`src/rtl/psp_mem_pkg.sv`:
```
// Shared types and defaults for the PSP two-master memory arbiter.
package psp_mem_pkg;

   localparam int DEFAULT_TIMEOUT = 64;
   localparam int PSP_ADDR_W      = 32;
   localparam int PSP_DATA_W      = 32;

   typedef enum logic [1:0] {
      IDLE    = 2'd0,
      SERVE_I = 2'd1,
      SERVE_D = 2'd2
   } arb_state_t;

   typedef enum logic {
      OWNER_I = 1'b0,
      OWNER_D = 1'b1
   } owner_t;

   typedef struct packed {
      logic                    read;
      logic                    write;
      logic [PSP_ADDR_W-1:0]   addr;
      logic [PSP_DATA_W-1:0]   wdata;
      logic [PSP_DATA_W/8-1:0] wmask;
   } mem_req_t;

endpackage

```
`src/rtl/psp_arb_watchdog.sv`:
```
// Hang detector for one memory transaction: counts stalled cycles and flags
// expire when TIMEOUT_CYCLES is reached (TIMEOUT_CYCLES = 0 never expires).
module psp_arb_watchdog
   import psp_mem_pkg::*;
#(
   parameter int TIMEOUT_CYCLES = DEFAULT_TIMEOUT
) (
   input  logic clk,
   input  logic reset,
   input  logic clear,
   input  logic enable,
   output logic expire
);

   localparam int CNT_W = (TIMEOUT_CYCLES > 0) ? $clog2(TIMEOUT_CYCLES + 1) : 1;
   localparam logic [CNT_W-1:0] LIMIT = CNT_W'(TIMEOUT_CYCLES);

   logic [CNT_W-1:0] count_q;

   // NOTE: clocked state is always assigned with <= so every flop samples pre-edge values.
   always_ff @(posedge clk) begin
      if (reset || clear)
         count_q <= '0;
      else if (enable && (count_q != LIMIT))
         count_q <= count_q + CNT_W'(1);
   end

   assign expire = (TIMEOUT_CYCLES != 0) && (count_q == LIMIT);

endmodule

```
`src/rtl/psp_mem_arbiter.sv`:
```
// Shares the single PSP memory port between instruction fetch (I) and
// load/store (D). Define PSP_ARB_RR_EN for alternating grants on contention.
module psp_mem_arbiter
   import psp_mem_pkg::*;
#(
   parameter int ADDR_W         = PSP_ADDR_W,
   parameter int DATA_W         = PSP_DATA_W,
   parameter int TIMEOUT_CYCLES = DEFAULT_TIMEOUT
) (
   input  logic                clk,
   input  logic                reset,
   input  logic                i_read,
   input  logic [ADDR_W-1:0]   i_addr,
   output logic [DATA_W-1:0]   i_rdata,
   output logic                i_resp,
   output logic                i_err,
   input  logic                d_read,
   input  logic                d_write,
   input  logic [ADDR_W-1:0]   d_addr,
   input  logic [DATA_W-1:0]   d_wdata,
   input  logic [DATA_W/8-1:0] d_wmask,
   output logic [DATA_W-1:0]   d_rdata,
   output logic                d_resp,
   output logic                d_err,
   output logic                mem_read,
   output logic                mem_write,
   output logic [ADDR_W-1:0]   mem_addr,
   output logic [DATA_W-1:0]   mem_wdata,
   output logic [DATA_W/8-1:0] mem_wmask,
   input  logic [DATA_W-1:0]   mem_rdata,
   input  logic                mem_resp,
   output logic                grant_d
);

   localparam int MASK_W = DATA_W / 8;

   arb_state_t state_q;
   mem_req_t   req_q;
   logic       d_req;
   logic       pick_d;
   logic       serving;
   logic       expire;
   logic       finish;

   assign d_req   = d_read | d_write;
   assign serving = (state_q != IDLE);
   // Reset in the same cycle as a response swallows it: the transaction is dropped.
   assign finish  = serving & (mem_resp | expire) & ~reset;

`ifdef PSP_ARB_RR_EN
   owner_t last_owner_q;
`endif

   // NOTE: pick_d gets a default before any branch so no latch is inferred.
   always_comb begin
      pick_d = d_req;
`ifdef PSP_ARB_RR_EN
      if (d_req && i_read)
         pick_d = (last_owner_q == OWNER_I);
`endif
   end

   always_ff @(posedge clk) begin
      if (reset) begin
         state_q <= IDLE;
         req_q   <= '0;
      end else begin
         case (state_q)
            IDLE: begin
               if (d_req || i_read) begin
                  if (pick_d) begin
                     // Illegal read+write collapses to a write.
                     state_q     <= SERVE_D;
                     req_q.read  <= d_read & ~d_write;
                     req_q.write <= d_write;
                     req_q.addr  <= PSP_ADDR_W'(d_addr);
                     req_q.wdata <= PSP_DATA_W'(d_wdata);
                     req_q.wmask <= (PSP_DATA_W/8)'(d_wmask);
                  end else begin
                     state_q     <= SERVE_I;
                     req_q.read  <= 1'b1;
                     req_q.write <= 1'b0;
                     req_q.addr  <= PSP_ADDR_W'(i_addr);
                     req_q.wdata <= '0;
                     req_q.wmask <= '0;
                  end
               end
            end
            default: begin
               if (finish) begin
                  state_q <= IDLE;
                  req_q   <= '0;
               end
            end
         endcase
      end
   end

`ifdef PSP_ARB_RR_EN
   always_ff @(posedge clk) begin
      if (reset)
         last_owner_q <= OWNER_I;
      else if ((state_q == IDLE) && (d_req || i_read))
         last_owner_q <= pick_d ? OWNER_D : OWNER_I;
   end
`endif

   psp_arb_watchdog #(
      .TIMEOUT_CYCLES (TIMEOUT_CYCLES)
   ) u_watchdog (
      .clk    (clk),
      .reset  (reset),
      .clear  (~serving),
      .enable (serving & ~mem_resp),
      .expire (expire)
   );

   assign mem_read  = req_q.read;
   assign mem_write = req_q.write;
   assign mem_addr  = ADDR_W'(req_q.addr);
   assign mem_wdata = DATA_W'(req_q.wdata);
   assign mem_wmask = MASK_W'(req_q.wmask);
   assign grant_d   = (state_q == SERVE_D);

   // A real response beats a same-cycle timeout, so err only flags a pure abort.
   assign i_resp  = finish & (state_q == SERVE_I);
   assign d_resp  = finish & (state_q == SERVE_D);
   assign i_err   = i_resp & ~mem_resp;
   assign d_err   = d_resp & ~mem_resp;
   assign i_rdata = (i_resp & mem_resp) ? mem_rdata : '0;
   assign d_rdata = (d_resp & mem_resp) ? mem_rdata : '0;

endmodule

```
`config.mk`:
```
export PLATFORM = sky130hd
export DESIGN_NAME = psp_mem_arbiter
export DESIGN_NICKNAME = d
export VERILOG_FILES = /design/src/rtl/psp_mem_pkg.sv /design/src/rtl/psp_arb_watchdog.sv /design/src/rtl/psp_mem_arbiter.sv
export SDC_FILE = /design/constraint.sdc
export NUM_CORES = 1
export LEC_CHECK = 0
export CAP_MARGIN = 25
export CORE_MARGIN = 5
export CORE_UTILIZATION = 39
export CTS_CLUSTER_SIZE = 20
export DETAILED_ROUTE_END_ITERATION = 10
export PLACE_DENSITY = 0.81
export SKIP_LAST_GASP = 1
export SYNTH_ARGS = -nofsm -noshare
export SYNTH_HDL_FRONTEND = slang
export SYNTH_SLANG_ARGS = --single-unit
```
`constraint.sdc`:
```
create_clock -name clk -period 3.26 [get_ports clk]
set_clock_uncertainty 0.15 [all_clocks]
set_input_delay 0.978 -clock clk [delete_from_list [all_inputs] [get_ports clk]]
set_output_delay 0.978 -clock clk [all_outputs]
set_load 0.03 [all_outputs]
```
# Word level (Yosys, flattened, before mapping)
# Cells that the tools add are included.
# word_totals
output_inout_bits,139
inputBits,138
regBits,79
# classes
reduce_logical,7
n_eq_ne,5
bitwise,16
muxes,10
n_addsub,1
# op_table
operator,count
$mux W70,4
$mux W32,2
$and A1 B1 Y1,10
$mux W2,4
$add A7 B1 Y7 const B,1
$eq A7 B7 Y1 const B,1
$ne A7 B7 Y1 const B,1
$not A1 Y1,4
$reduce_bool A2 Y1,2
$eq A2 B1 Y1 const B,1
$eq A2 B2 Y1 const B,1
$logic_not A2 Y1,1
$logic_or A1 B1 Y1,2
$ne A2 B2 Y1 const B,1
$or A1 B1 Y1,2
$reduce_and A2 Y1,1
$logic_and A1 B1 Y1,1

# Logic depth before layout (Yosys ltp)
# Gate-level depths: netlist of run 1.
# depth
word_depth,7
depth_mapped,7
depth_no_buf,5

# Hierarchy
# A second synthesis of run 1 with hierarchy kept.
# hier_totals
hier_cells,413
hier_area_um2,4001.3
# modules_own_cells
mod,cells_each,instances,area_per_inst_um2
psp_mem_arbiter,371,1,3649.8
psp_arb_watchdog,42,1,351.6

# Least setup slack after synthesis of run 1
# OpenSTA, ideal clock, no wires.
# synth_path
kind,input -> output
start,input reset
end,output d_err
slack_ns,-0.225
arrival_time_ns,2.357
cell_stages,2
path_cell_list,or3b_1 nor4_1
# synth_via
elab_chain_cells,4
# synth_lines
item,line,source
start: declaration,psp_mem_arbiter.sv:11,"input logic reset,"
$not A1 Y1,psp_mem_arbiter.sv:48,assign finish = serving & (mem_resp | expire) & ~reset;
$and A1 B1 Y1,psp_mem_arbiter.sv:48,
$and A1 B1 Y1,psp_mem_arbiter.sv:127,assign d_resp = finish & (state_q == SERVE_D);
$and A1 B1 Y1,psp_mem_arbiter.sv:129,assign d_err = d_resp & ~mem_resp;
end: declaration,psp_mem_arbiter.sv:24,"output logic d_err,"
# No other way between the ends.

# Worst setup path after layout of run 1
# layout_path
start,input reset
end,output d_rdata[10]
# layout_via
elab_chain_cells,5
# layout_lines
item,line,source
$not A1 Y1,psp_mem_arbiter.sv:48,
$and A1 B1 Y1,psp_mem_arbiter.sv:48,
$and A1 B1 Y1,psp_mem_arbiter.sv:127,
$and A1 B1 Y1,psp_mem_arbiter.sv:131,assign d_rdata = (d_resp & mem_resp) ? mem_rdata : '0;
$mux W32,psp_mem_arbiter.sv:131,
end: declaration,psp_mem_arbiter.sv:22,"output logic [DATA_W-1:0] d_rdata,"
# No other way between the ends.

==> results.md, run 1 <==
- Slowest cell on crit path: sky130_fd_sc_hd__or3b_4
- Part of the total power dissipated in sequential elements: 37.0%
- Achievable Freq: roughly 310 MHz
- Number of DRC markers after the initial detailed-route iteration: 259
- Worst-case clock buffer depth: 2
- Number of core rows: 41
- Combinational power share: between 30 and 40%
- Pwr Density: 361.4 nW/um^2
- Overall die height: 122.7 um
- RSZ-0062 raised after global routing: true
- Number of cells on the worst reg-to-reg path: 6
- DIE AREA: between 15000 and 20000 um^2
- Max Cap Violations: 0
- I/O pin total: 277
- Compound-cell area share of the yosys netlist: about 29%
- Biggest cell delay along the critical path: 0.39 ns
- Most instantiated flip-flop cell in the synthesis netlist: sky130_fd_sc_hd__dfxtp_1
- Adder and majority cell fraction of the synthesized area: 0.5051%
- Reg-to-reg endpoint: mem_addr[25]
- FF+latch count, synth: 79
- Number of hold buffers added after CTS: 0
- Slew Limit Headroom: 50.02%
- Layout overhead on the synthesized area: 66.24%
- Cell Int Power: slightly above 0.002 W
- Filler instances: approximately 1.0k
- GP Congestion: ~0.89
- Pleak: 2.858 nW
- Setup slack at placement: -0.3963 ns
- Number of endpoints with negative hold slack in the final report: 0
- Number of port buffers: 276
- CP max FO: 16
- Start point of the worst hold path: u_watchdog.count_q[0]
- Half-perimeter wire length after detailed placement: 14180 um
- Vias per Instance: 5.675
- Mux share of post-synthesis cell area: less than 1%
- Count of unique library cells instantiated by Yosys: 40
- Status: finished, final reports clean
- Die W: 122.7 um
- Leading cell types by total area after synthesis: sky130_fd_sc_hd__dfxtp_1, sky130_fd_sc_hd__o211ai_1, sky130_fd_sc_hd__and2_1, sky130_fd_sc_hd__nand3_1, sky130_fd_sc_hd__o2111ai_1
- Most common library cell in the layout ignoring fill and taps: sky130_fd_sc_hd__clkdlybuf4s50_1
- Layout Nets: roughly 1k
- Nets in the synthesized netlist: 763
- Cell type with the largest total area after synthesis: sky130_fd_sc_hd__dfxtp_1
- First drt pass iteration count: 4
- Reg2Reg Launch Point: u_watchdog.count_q[0]
- Cells along the critical path: buf_6, or3b_4, nor2_4, clkbuf_16, and2_1, buf_4
- Total area of multi-input combinational cells: 2942 um^2
- Xor/xnor cell area share of the yosys netlist: 0%
- Count of flip-flops with a built-in enable after synthesis: 0
- Most used cells in the layout excluding fill and tap cells: sky130_fd_sc_hd__clkdlybuf4s50_1, sky130_fd_sc_hd__o211ai_1, sky130_fd_sc_hd__dfxtp_1, sky130_fd_sc_hd__nand3_1, sky130_fd_sc_hd__buf_4
- NetSw: 0.0009599 W
- Final clock period utilization by the worst path: 99.98%
- Total routing usage reported by global routing: 24.39%
- Sequential cell area in the final layout: 1582 um^2
- Dominant combinational cell family by area after synthesis: compound AO/OA/AOI/OAI gates
- Remaining Overflow, GRT: 0
- Basic-gate share of the synthesized area counting and, or, nand and nor cells: 28.41%
- Final Routed Wirelength: 19450 um
- Remaining design rule violation count: 0
- Buffer type at the clock tree root: sky130_fd_sc_hd__clkbuf_16
- Via count of the first global-routing pass: between 5k and 6k
- Kind of path behind the tightest hold check: register to register
- Arrival time at the worst endpoint: 2.13 ns
- Reg2Reg Setup Slack: between 1 and 1.5 ns
- Number of CTS-inserted buffers: 9
- WL/cell: 18.71 um
- Switching part of the total: 32.25%
- Latest clock arrival within the worst-skew pair: 0.34 ns
- Final-layout setup total negative slack: 0 ns
- Clock network fraction of design power: between 30% and 40%
- Mapped Area: 4955 um^2
- Initial cell density of the core: 39.58%
- Hold Path Cell Cnt: 2
- Maximum number of pins on one net before global-route repair: 91
- Initial antenna violation count: 2
- Largest vdd supply drop: around 0.28 mV
- Number of placed instances, taps included: 1018
- Type of the worst setup path: primary input to primary output
- Hold Crit Endpoint: u_watchdog.count_q[0]
- Wire length of the first global-routing pass: 29450 um
- TritonCTS clock tree: yes
- Final core utilization: 65.80%
- Worst endpoint required time: roughly 2.1 ns
- Share of Yosys cell area claimed by the top area cell type: about a third
- Setup violations, final: 0
- Placeable core region: approximately 13000 um^2
- Clock sink total: 79
- Syn_area_per_cell: between 7 and 8 um^2
- Syn. warnings: 0
- Async set-reset flop share out of synthesis: 0%
- Actual transition at the worst max-transition pin: 0.7497 ns
- Depth of the CTS H-tree: 3
- Fraction of the yosys area taken by sequential cells: 31.92%
- Post-route setup slack: between 0.0006 and 0.0007 ns
- CTS clk-pin slew, worst paths: 0.06 ns
- Fin crit period: 3.259 ns
- Antenna-violating nets left: 0
- Non-filler instance count after layout: roughly 1.0k
- Number of vias after detailed routing: 5902
- Share of cells above drive strength 1: 15.94%
- Max-slew violation count: 0
- Instance count of the mapped netlist: just over 600
- Kind of launch point of the worst setup path: primary input
- Worst Setup End Kind: primary output
==> what timing repair did <==
item,in CTS,in global routing
hold endpoints to repair,0,0
buffers inserted,2,0
pin swaps,2,2
resized for setup,16,21
endpoints found under the setup margin,68,61
gates cloned,1,1
==> critical path, delay by kind of cell <==
| family | cells | cell delay, ns |
|---|---|---|
| buf+inv | 3 | 0.45 |
| simple gates | 3 | 0.70 |
==> Yosys cell counts (2+ instances only) <==
cell / count
sky130_fd_sc_hd__o211ai_1: 101
sky130_fd_sc_hd__dfxtp_1: 79
sky130_fd_sc_hd__nand3_1: 73
sky130_fd_sc_hd__and2_1: 64
sky130_fd_sc_hd__clkbuf_1: 51
sky130_fd_sc_hd__inv_1: 43
sky130_fd_sc_hd__nor3b_1: 33
sky130_fd_sc_hd__o2111ai_1: 33
sky130_fd_sc_hd__o21a_1: 33
sky130_fd_sc_hd__nand4_1: 32
sky130_fd_sc_hd__buf_2: 16
sky130_fd_sc_hd__a21oi_1: 6
sky130_fd_sc_hd__nand2_1: 6
sky130_fd_sc_hd__nor2_1: 6
sky130_fd_sc_hd__o21ai_0: 5
sky130_fd_sc_hd__buf_1: 3
sky130_fd_sc_hd__buf_4: 3
sky130_fd_sc_hd__buf_6: 3
sky130_fd_sc_hd__o31ai_1: 3
sky130_fd_sc_hd__or3_1: 3
sky130_fd_sc_hd__a32o_1: 2
sky130_fd_sc_hd__ha_1: 2
sky130_fd_sc_hd__nand2b_1: 2
sky130_fd_sc_hd__nand3b_1: 2
sky130_fd_sc_hd__nor4_1: 2
sky130_fd_sc_hd__or3b_1: 2
sky130_fd_sc_hd__or4_1: 2
==> power groups by stage <==
stage	logic (W)	clock network [W]	registers, W
6_report	0.000919	0.000956	0.00110
5_1_grt	0.000973	0.00103	0.00111
4_1_cts	0.000915	0.000973	0.00110
3_5_place_dp	0.000907	0	0.00112
3_3_place_gp	0.000890	0	0.00111
2_1_floorplan	0.000327	0	0.00126
==> cells by family after synthesis <==
| logic type | Yosys count |
|---|---|
| AND/OR/NAND/NOR | 234 |
| AO/OA/AOI/OAI | 187 |
| buffers and inverters | 120 |
| flip-flops | 79 |
| adder cells (fa/ha/maj) | 2 |
| multiplexers | 1 |
==> state kept, by name (all words and copies together) (netlist names) <==
register,flops
u_watchdog.count_q,7
mem_read,1
mem_addr,32
mem_wmask,4
mem_wdata,32
mem_write,1
state_q,2
==> area by class of cell <==
class / count / area share [%]
clock inverters: 5 / 0.3950
well taps: 172 / 2.613
clock buffers: 11 / 3.069
repair buffers: 303 / 36.94
diodes: 2 / 0.06076
multi-input cells: 424 / 35.71
flip-flops and latches: 79 / 19.20
inverters: 44 / 2.005
==> worst max path at each step <==
stage / startpoint / depth (start not counted) / endpoint
global route: reset / 6 / d_rdata[26]
global placement: reset / 6 / i_rdata[20]
floorplan: reset / 4 / d_rdata[10]
detailed placement: reset / 6 / d_rdata[29]
finish: reset / 6 / d_rdata[10]
CTS: reset / 6 / d_err
==> per-layer routing <==
layer | track usage, % | wire [um] | part of all wire (%) | vias to the layer above
met5 | 0 | 0 | 0 | -
met4 | 10.15 | 811 | 4.2 | 0
met3 | 6.682 | 1458 | 7.5 | 50
met2 | 45.13 | 10310 | 53 | 233
met1 | 25.83 | 6874 | 35 | 2811
li1 | - | - | - | 2808
==> per-stage QoR <==
step	cell area [um^2]	power (W)	hold WS [ns]
finish	8237	0.002977	0.3529
global route	8237	0.003110	0.3750
CTS	8133	0.002989	0.3557
detailed placement	7772	0.002027	0.3469
global placement	7772	0.002004	0.3329
floorplan	4967	0.001583	0.3107
(Power assumes the default switching activity.)
==> inputs of run 2 (changes only) <==
--- a/config.mk
+++ b/config.mk
@@ -7,10 +7,11 @@
 export LEC_CHECK = 0
 export CAP_MARGIN = 25
 export CORE_MARGIN = 5
-export CORE_UTILIZATION = 39
+export CORE_UTILIZATION = 40
+export CTS_BUF_LIST = sky130_fd_sc_hd__clkbuf_8
 export CTS_CLUSTER_SIZE = 20
 export DETAILED_ROUTE_END_ITERATION = 10
-export PLACE_DENSITY = 0.81
+export PLACE_DENSITY = 0.83
 export SKIP_LAST_GASP = 1
 export SYNTH_ARGS = -nofsm -noshare
 export SYNTH_HDL_FRONTEND = slang
==> constraint.sdc (replaced) <==
create_clock -name clk -period 3.26 [get_ports clk]
set_clock_uncertainty 0.15 [all_clocks]
set_input_delay 0.978 -clock clk [delete_from_list [all_inputs] [get_ports clk]]
set_output_delay 0.978 -clock clk [all_outputs]
set_load 0.01 [all_outputs]
==> run 2 against run 1 <==
The flow now finishes with violations (setup timing). Design area decreased by 2.8%. Register-to-register slack improved by 0.02 ns. Sequential share of layout area increased by 0.56 points. Combinational power decreased by 16%. Count of clock-buffer cells in the layout decreased by 1. Sequential power about the same. Critical path type unchanged. Largest cell class is now multi-input gates. Via count decreased by 1.3%. Worst setup slack got worse by 0.028 ns. Cell count increased by 0.19%. Die area decreased by 2.3%. Power decreased by 10%.
==> results.md, run 2 (synthesis gave the netlist of run 1 again) <==
- Kind of path behind the tightest hold check: register to register
- I/O pin total: between 200 and 300
- Half-perimeter wire length after detailed placement: 14100 um
- Most used cell, CP: sky130_fd_sc_hd__buf_6
- WHS: 0.3554 ns
- Hold Crit Endpoint: u_watchdog.count_q[0]
- Number of CTS-inserted buffers: 9
- RSZ-0062 raised after global routing: true
- Violated checks: setup timing
- Sequential cell area in the final layout: 1582 um^2
- Total buffers and inverters traversed by the critical path: 4
- Number of endpoints with negative hold slack in the final report: 0
- Slew Limit Headroom: 48.95%
- Final clock period utilization by the worst path: 100.8%
- Placed standard-cell area: 7820 um^2
- Number of DRC markers after the initial detailed-route iteration: 357
- Cells along the critical path: buf_6, or3b_4, nor2_4, buf_4, buf_6, and2_1, buf_2
- Layout Nets: between 1k and 1.5k
- Wire length of the first global-routing pass: 28970 um
- Largest vdd supply drop: 0.2499 mV
- Total routing usage reported by global routing: between 20% and 30%
- Most common library cell in the layout ignoring fill and taps: sky130_fd_sc_hd__clkdlybuf4s50_1
- Reg-to-reg endpoint: mem_addr[29]
- Remaining design rule violation count: 0
- Via count of the first global-routing pass: 5381
- Filler instances: 1024
- Antenna-violating nets left: 0
- CP max FO: 7
- Start point of the worst hold path: u_watchdog.count_q[0]
- WL/cell: 18.51 um
- Biggest cell delay along the critical path: 0.39 ns
- Critical Path Start: reset
- Vias per Instance: 5.593
- Fin crit period: ~3.3 ns
- Layout overhead on the synthesized area: 61.57%
- Status: finished with violations
- DIE AREA: around 15000 um^2
- Die W: between 100 and 150 um
- Number of cells on the worst reg-to-reg path: 6
- Kind of launch point of the worst setup path: primary input
- Maximum number of pins on one net before global-route repair: approximately 110
- Placeable core region: 12060 um^2
- Reg2Reg Launch Point: u_watchdog.count_q[0]
- Initial antenna violation count: 5
- Reg2Reg Setup Slack: 1.22 ns
- Depth of the CTS H-tree: 3
- Worst Setup End Kind: primary output
- Number of port buffers: 276
- Overall die height: 121.3 um
- Worst-case clock buffer depth: 2
- Share of cells above drive strength 1: 17.26%
- Pleak: 2.855 nW
- TritonCTS clock tree: yes
- Initial cell density of the core: 41.08%
- Total power draw: 0.002675 W
- Top delay family on crit path: simple AND/OR/NAND/NOR gates
- Post-route setup slack: -0.02726 ns
- CTS clk-pin slew, worst paths: 0.07 ns
- Worst endpoint required time: approximately 2.1 ns
- Achievable Freq: 304.2 MHz
- Final-layout setup total negative slack: -0.1337 ns
- Clock sink total: 79
- First drt pass iteration count: 5
- Pwr Density: 334.1 nW/um^2
- Final Routed Wirelength: 19280 um
- Most used cells in the layout excluding fill and tap cells: sky130_fd_sc_hd__clkdlybuf4s50_1, sky130_fd_sc_hd__o211ai_1, sky130_fd_sc_hd__dfxtp_1, sky130_fd_sc_hd__nand3_1, sky130_fd_sc_hd__buf_2
- Buffer type at the clock tree root: sky130_fd_sc_hd__clkbuf_8
- GP Congestion: 0.9698
- Max Cap Violations: 0
- Setup violations, final: 13
- Slowest cell on crit path: sky130_fd_sc_hd__or3b_4
- Number of vias after detailed routing: 5828
- Type of the worst setup path: primary input to primary output
- Final core utilization: 66.37%
- Total area of multi-input combinational cells: 2958 um^2
- Hold Path Cell Cnt: 2
- Latest clock arrival within the worst-skew pair: 0.33 ns
- Actual transition at the worst max-transition pin: 0.7657 ns
- Remaining Overflow, GRT: 0
- Max-slew violation count: 0
- Number of hold buffers added after CTS: 0
- Number of core rows: 40
- Arrival time at the worst endpoint: approximately 2.2 ns
- Total non-filler cell area in the finished layout: 8005 um^2
-- run 2: changes by cell type in the layout (fill, tap and decap cells not counted), moves of 3 or more --
cell / previous run / this run
sky130_fd_sc_hd__buf_2: 2 / 45
sky130_fd_sc_hd__clkbuf_16: 10 / 0
sky130_fd_sc_hd__buf_6: 17 / 29
sky130_fd_sc_hd__and2_4: 7 / 22
sky130_fd_sc_hd__buf_4: 65 / 20
sky130_fd_sc_hd__buf_12: 13 / 4
sky130_fd_sc_hd__and2_1: 57 / 42
sky130_fd_sc_hd__diode_2: 2 / 5
sky130_fd_sc_hd__clkbuf_8: 2 / 10
-- run 2: worst min-delay path, cell delays in order (launching register included) --
cell and delay, ns:
sky130_fd_sc_hd__dfxtp_1 0.34, sky130_fd_sc_hd__nand2_1 0.06, sky130_fd_sc_hd__mux2i_1 0.06
-- run 2: per-layer routing --
metal	track usage (%)	up-vias	part of all wire [%]
li1	-	2821	-
met1	26.78	2747	37
met2	45.08	234	54
met3	4.848	26	6.2
met4	9.874	0	3.0
met5	0	-	0
-- run 2: area by class of cell --
type	count	share of cell area [%]
Multi-Input combinational cell	424	36.95
Inverter	44	2.063
Sequential cell	79	19.76
Timing Repair Buffer	306	35.67
Clock inverter	6	1.063
Antenna cell	5	0.1563
Clock buffer	10	1.719
Tap cell	168	2.626
-- run 2: metrics by stage --
step | instances | setup WS (ns)
6_report | 1042 | -0.02726
2_1_floorplan | 623 | 0.1898
3_5_place_dp | 1013 | -0.7625
3_3_place_gp | 1013 | -0.7172
4_1_cts | 1034 | -0.08062
5_1_grt | 1042 | -0.06601
-- run 2: how the worst max path moves through the flow --
stage                  endpoint  slack, ns  depth (start not counted)
global placement    d_rdata[10]      -0.72                          6
floorplan           d_rdata[10]       0.19                          4
detailed placement  d_rdata[19]      -0.76                          6
finish               i_rdata[1]      -0.03                          7
global route         i_rdata[1]      -0.07                          7
CTS                  i_rdata[3]      -0.08                          6
-- run 2: timing repair --
action,in CTS,in global routing
setup buffers,3,3
gates resized for setup,233,106
pin swaps,3,8
cloned,2,2
endpoints found under the setup margin,68,64
-- run 2: report_power, final --
group	total (W)	switching, W	internal, W
clock	0.000807	0.000357	0.000450
combinational	0.000769	0.000361	0.000407
sequential	0.00110	0.0000580	0.00104
total	0.00267	0.000776	0.00190
==> inputs of run 3 (changes only) <==
--- a/config.mk
+++ b/config.mk
@@ -6,12 +6,12 @@
 export NUM_CORES = 1
 export LEC_CHECK = 0
 export CAP_MARGIN = 25
-export CORE_MARGIN = 5
-export CORE_UTILIZATION = 40
+export CORE_MARGIN = 2
+export CORE_UTILIZATION = 41
 export CTS_BUF_LIST = sky130_fd_sc_hd__clkbuf_8
 export CTS_CLUSTER_SIZE = 20
 export DETAILED_ROUTE_END_ITERATION = 10
-export PLACE_DENSITY = 0.83
+export DONT_BUFFER_PORTS = 1
 export SKIP_LAST_GASP = 1
 export SYNTH_ARGS = -nofsm -noshare
 export SYNTH_HDL_FRONTEND = slang
==> run 3 against run 2 <==
The flow now finishes without violations. Fmax increased by 6.6%. Sequential cell count unchanged. Critical path depth shrank 3. First-iteration DRC count fell by 11%. Sequential power is 5% higher. Count of clock-buffer cells in the layout shrank 1. Combinational power decreased by 55%. Design area is 35% lower. Register-to-register slack improved by 0.02 ns. Sequential share of layout area rose by 11 points. Cell count shrank 29%. Wire length fell by 17%. Largest cell class unchanged.
==> results.md, run 3 (synthesis gave the netlist of run 1 again) <==
- Status: finished, final reports clean
- Arrival time at the worst endpoint: 1.96 ns
- Die W: 113.9 um
- Vias per Instance: 6.331
- Half-perimeter wire length after detailed placement: 11240 um
- Filler instances: about 1.2k
- Final-layout setup total negative slack: 0 ns
- Reg2Reg Launch Point: u_watchdog.count_q[0]
- Reg2Reg Setup Slack: 1.24 ns
- Placeable core region: 11910 um^2
- CTS clk-pin slew, worst paths: ~0.080 ns
- Pleak: 1.544 nW
- Setup violations, final: 0
- Largest vdd supply drop: around 0.22 mV
- First drt pass iteration count: 4
- RSZ-0062 raised after global routing: false
- GP Congestion: 0.7820
- Slew Limit Headroom: around 48%
- Achievable Freq: approximately 320 MHz
- Buffers inserted by post-CTS timing repair: 0
- Latest clock arrival within the worst-skew pair: 0.36 ns
- Layout overhead on the synthesized area: 5.126%
- Total power draw: approximately 0.0022 W
- Remaining Overflow, GRT: 0
- Number of endpoints with negative hold slack in the final report: 0
- Total area of multi-input combinational cells: around 2900 um^2
- Share of cells above drive strength 1: 7.241%
- Number of port buffers: 0
- Remaining design rule violation count: 0
- Final clock period utilization by the worst path: 94.60%
- CP max FO: 32
- Antenna-violating nets left: 0
- Number of cells on the worst reg-to-reg path: 6
- Via count of the first global-routing pass: 4192
- DIE AREA: 12980 um^2
- Number of vias after detailed routing: 4691
- Hold Crit Endpoint: u_watchdog.count_q[6]
- Clock sink total: 79
- Type of the worst setup path: primary input to primary output
- TritonCTS clock tree: yes
- Most used cells in the layout excluding fill and tap cells: sky130_fd_sc_hd__o211ai_1, sky130_fd_sc_hd__dfxtp_1, sky130_fd_sc_hd__nand3_1, sky130_fd_sc_hd__and2_1, sky130_fd_sc_hd__inv_1
- Total routing usage reported by global routing: 23.17%
- Kind of launch point of the worst setup path: primary input
- Depth of the CTS H-tree: 3
- Number of hold buffers added after CTS: 0
- Number of core rows: 40
- Most common library cell in the layout ignoring fill and taps: sky130_fd_sc_hd__o211ai_1
- Initial cell density of the core: 41.60%
- Worst endpoint required time: ~2.1 ns
- Start point of the worst hold path: u_watchdog.count_q[6]
- Sequential cell area in the final layout: 1582 um^2
- Max Cap Violations: 0
- Pwr Density: 428.1 nW/um^2
- Initial antenna violation count: 6
- Worst-case clock buffer depth: 2
- Final Routed Wirelength: approximately 16000 um
- Worst Setup End Kind: primary output
- Overall die height: 113.9 um
- Wire length of the first global-routing pass: roughly 24000 um
- Buffer type at the clock tree root: sky130_fd_sc_hd__clkbuf_8
- WL/cell: roughly 22 um
- Hold Path Cell Cnt: 2
- Maximum number of pins on one net before global-route repair: 111
- Layout Nets: 715
- Actual transition at the worst max-transition pin: 0.7736 ns
- Number of CTS-inserted buffers: 9
- Fin crit period: 3.084 ns
- Number of DRC markers after the initial detailed-route iteration: 318
- I/O pin total: 277
- Max-slew violation count: 0
- Reg-to-reg endpoint: mem_addr[26]
- Kind of path behind the tightest hold check: register to register
- Total of cells resized after clock tree synthesis: 0
[run 3: changes by cell type in the layout (fill, tap and decap cells not counted), moves of 3 or more]
| cell | delta |
|---|---|
| sky130_fd_sc_hd__clkdlybuf4s50_1 | -204 |
| sky130_fd_sc_hd__buf_2 | -45 |
| sky130_fd_sc_hd__buf_6 | -29 |
| sky130_fd_sc_hd__and2_1 | +22 |
| sky130_fd_sc_hd__and2_4 | -22 |
| sky130_fd_sc_hd__diode_2 | +9 |
| sky130_fd_sc_hd__buf_4 | -6 |
| sky130_fd_sc_hd__dlygate4sd2_1 | -3 |
[run 3: how the worst max path moves through the flow]
stage                              to  slack (ns)             startpoint  depth (start not counted)
after floorplan           d_rdata[10]        0.19                  reset                          4
after global placement    d_rdata[13]        0.20                  reset                          4
after detailed placement  i_rdata[18]        0.18                  reset                          4
after CTS                       d_err        0.15  u_watchdog.count_q[0]                          5
after global routing            d_err        0.03  u_watchdog.count_q[0]                          5
final                     d_rdata[28]        0.18                  reset                          4
[run 3: report_power, final]
part	switching (W)	internal [W]	leakage (nW)
Clock	0.000380	0.000355	0.0975
Combinational	0.000218	0.000126	0.797
Sequential	0.000110	0.00104	0.649
[run 3: per-layer routing]
layer  global-route usage (%)  share of wire (%)  vias up
met2                    39.80                 51      221
met3                    6.111                7.1       24
li1                         -                  -     2261
met4                    12.60                2.8        0
met5                        0                  0        -
met1                    26.16                 39     2185
[run 3: cell type report]
class	count	share of cell area, %
flip-flops and latches	79	30.36
well taps	147	3.531
clock inverters	7	1.369
repair buffers	17	3.171
inverters	44	3.171
multi-input cells	424	55.34
clock buffers	9	2.378
diodes	14	0.6726
[run 3: worst max-delay path, stage by stage]
cell and delay (ns):
sky130_fd_sc_hd__or3b_1 0.38, sky130_fd_sc_hd__nor2_1 0.20, sky130_fd_sc_hd__buf_12 0.19, sky130_fd_sc_hd__and2_1 0.20
[run 3: per-stage QoR]
step	cells	area [um^2]	hold slack, ns	utilization [%]	worst slack (ns)
6_report	741	5209	0.3660	43.73	0.1762
5_1_grt	741	5209	0.3874	43.73	0.03033
4_1_cts	727	5174	0.3628	43.43	0.1520
3_5_place_dp	711	4979	0.3528	41.80	0.1830
3_3_place_gp	711	4979	0.3319	41.80	0.2029
2_1_floorplan	623	4955	0.3107	-	0.1898
==> variant, RTL diff (settings of run 3) <==
`PSP_ADDR_W`: 32 -> 64.
--- a/src/rtl/psp_mem_pkg.sv
+++ b/src/rtl/psp_mem_pkg.sv
@@ -3,5 +3,5 @@
 
    localparam int DEFAULT_TIMEOUT = 64;
-   localparam int PSP_ADDR_W      = 32;
+   localparam int PSP_ADDR_W      = 64;
    localparam int PSP_DATA_W      = 32;
 
Interface: changed (resized d_addr, i_addr and mem_addr); port bits go from 277 to 373. The function was not compared with the original's and may differ.
==> variant against run 3 <==
- maximum frequency about the same
- sequential cell count increased by 32
- area after synthesis increased by 12%
- setup slack got worse by 0.73 ps
- final area increased by 13%
- synthesized cell count increased by 3.2%
- wire length decreased by 1.7%
- non-clock buffer count decreased by 3
- core utilization increased by 0.79 points
- first-iteration DRC count decreased by 51%
- total power increased by 33%
==> variant: results (changes against run 3) <==
result of the run=complete, no violations; number of buffers other than clock buffers in the final layout=14 (-3); global routing usage summed across all routing layers=0.209 (-0.0231); placement-stage worst setup slack=246 ps (+62.9 ps); clk tree area frac=0.0371 (-0.000334); share of cell area taken by muxes after synthesis=0.136 (+0.134); fraction of synthesis flops using an asynchronous set or reset pin=0 (unchanged); quantity of gates resized following cts=0 (unchanged); inverters=3 (-93%); final antenna diode count=4 (-10); area added between synthesis and finish=6.27%; Adder-Cell Fraction of Synth Area=0.00451 (-0.000540); Commonest cells post-synth=sky130_fd_sc_hd__nand2_1, sky130_fd_sc_hd__dfxtp_1, sky130_fd_sc_hd__nor2b_1; Top class by area=multi-input gates; number of buffers inserted to repair setup after CTS=0 (unchanged); per-cell via count in the routed design=5.55 (-12%); ratio of cells with drive above 1 in the final layout=0.111 (+0.0383); count of multi-input combinational gates=479 (+13%); total of fill cells in the finished design=1331 (+12%); Worst-Skew Late Latency=380 ps (+20 ps); leakage dissipation=0.00244 uW (+58%); multi-input logic area=3070 um^2 (+6.5%); number of antenna violations at the first check in global routing=2 (-4); number of global-route vias before repair=4348 (+3.7%); H-tree depth=3 (unchanged); count of flip-flops with a built-in enable after synthesis=0 (unchanged); pin count of the biggest net entering global routing=70 (-37%); peak per-stage delay on the critical path=410 ps (+30 ps); number of distinct library cells after synthesis=34 (-15%); number of buffer cells added on primary ports=0 (unchanged); count of clock buffers in the final design=10 (+1); HPWL Detailed=12000 um (+6.9%); maximum count of clock buffers along a single path=2 (unchanged); XOR/XNOR Fraction of Synth Area=0.00789 (+0.00789); proportion of final cell area spent on non-clock buffers=0.0242 (-0.00751); leading register cell type out of synthesis=sky130_fd_sc_hd__dfxtp_1; Final GP Congestion=0.892 (+14%); CP max FO=4 (-88%); yosys warns=0 (unchanged); wire length per cell=19.7 um (-9.3%); Initial DRT Pass Iterations=4 (unchanged); number of synthesized register bits=111 (+41%); post-synthesis net count=847 (+11%); Max Slew Vio Count=0 (unchanged); max FFs per register=64; Slew HR=0.552 (+0.0675); clock-pin slew of the registers on the worst-case setup and hold paths=100 ps (+20 ps); final layout net count=822 (+15%); Inserted Clock Buffers=9 (unchanged); class of the tightest hold or removal check=reg -> reg; fraction of standard cell area that is sequential=0.377 (+0.0733); compound-gate portion of the synthesized area=0.129 (-0.158); slowest stage cell, crit path=sky130_fd_sc_hd__dfxtp_1; maximum resistive drop on vdd=0.239 mV (+9.2%); largest cells by area after synthesis=sky130_fd_sc_hd__dfxtp_1, sky130_fd_sc_hd__nand2_1, sky130_fd_sc_hd__mux2_1; wire length of the first global-routing pass=23400 um (-0.50%); count of routing violations after the opening detailed-route iteration=156 (-51%); share of synthesized area occupied by flip-flops and latches=0.401 (+0.0813)
[variant: cell count changes in the layout (fill, tap and decap cells not counted), sizes merged, moves of 37 or more]
cell    change
o211ai    -102
nor2b      +66
mux2       +65
a22o       +37
nand2     +129
inv        -41
nand3      -73
a21oi      +60
[variant: power by group]
| part | total, uW | leakage (uW) | switching (uW) | internal (uW) |
|---|---|---|---|---|
| combinational | 454 | 0.00142 | 241 | 213 |
| sequential | 1630 | 0.000911 | 154 | 1480 |
| clock | 880 | 0.000111 | 487 | 392 |
| total | 2970 | 0.00244 | 882 | 2080 |
[variant: layer usage]
metal	vias to the layer above	share of wire	track usage	wire length (um)
li1	2086	-	-	-
met4	0	0.043	0.113	677
met1	2101	0.36	0.212	5670
met3	42	0.086	0.0646	1370
met5	-	0	0	0
met2	229	0.51	0.379	8110
[variant: final timing paths]
check        slack (ps)                            endpoint                                from  cells past startpoint
min reg2reg         390  u_watchdog.count_q[6]$_SDFFE_PP0P_  u_watchdog.count_q[6]$_SDFFE_PP0P_                      2
max                 180                              i_resp  u_watchdog.count_q[0]$_SDFFE_PP0P_                      7
min                 390  u_watchdog.count_q[6]$_SDFFE_PP0P_  u_watchdog.count_q[6]$_SDFFE_PP0P_                      2
max reg2reg        1060           mem_addr[63]$_SDFFE_PP0P_  u_watchdog.count_q[0]$_SDFFE_PP0P_                      7
[variant: metrics by stage]
step / std cells / area [um^2]
after floorplan: 643 / 5550
after global placement: 783 / 5660
after detailed placement: 783 / 5660
after CTS: 799 / 5880
after global routing: 803 / 5900
final: 803 / 5900
[variant: worst max-delay path: cells and delay by family (launching register included)]
family,cells,cell delay [ps]
AND/OR/NAND/NOR,4,760
adder cells (fa/ha/maj),1,200
buffers and inverters,2,210
flip-flops,1,410
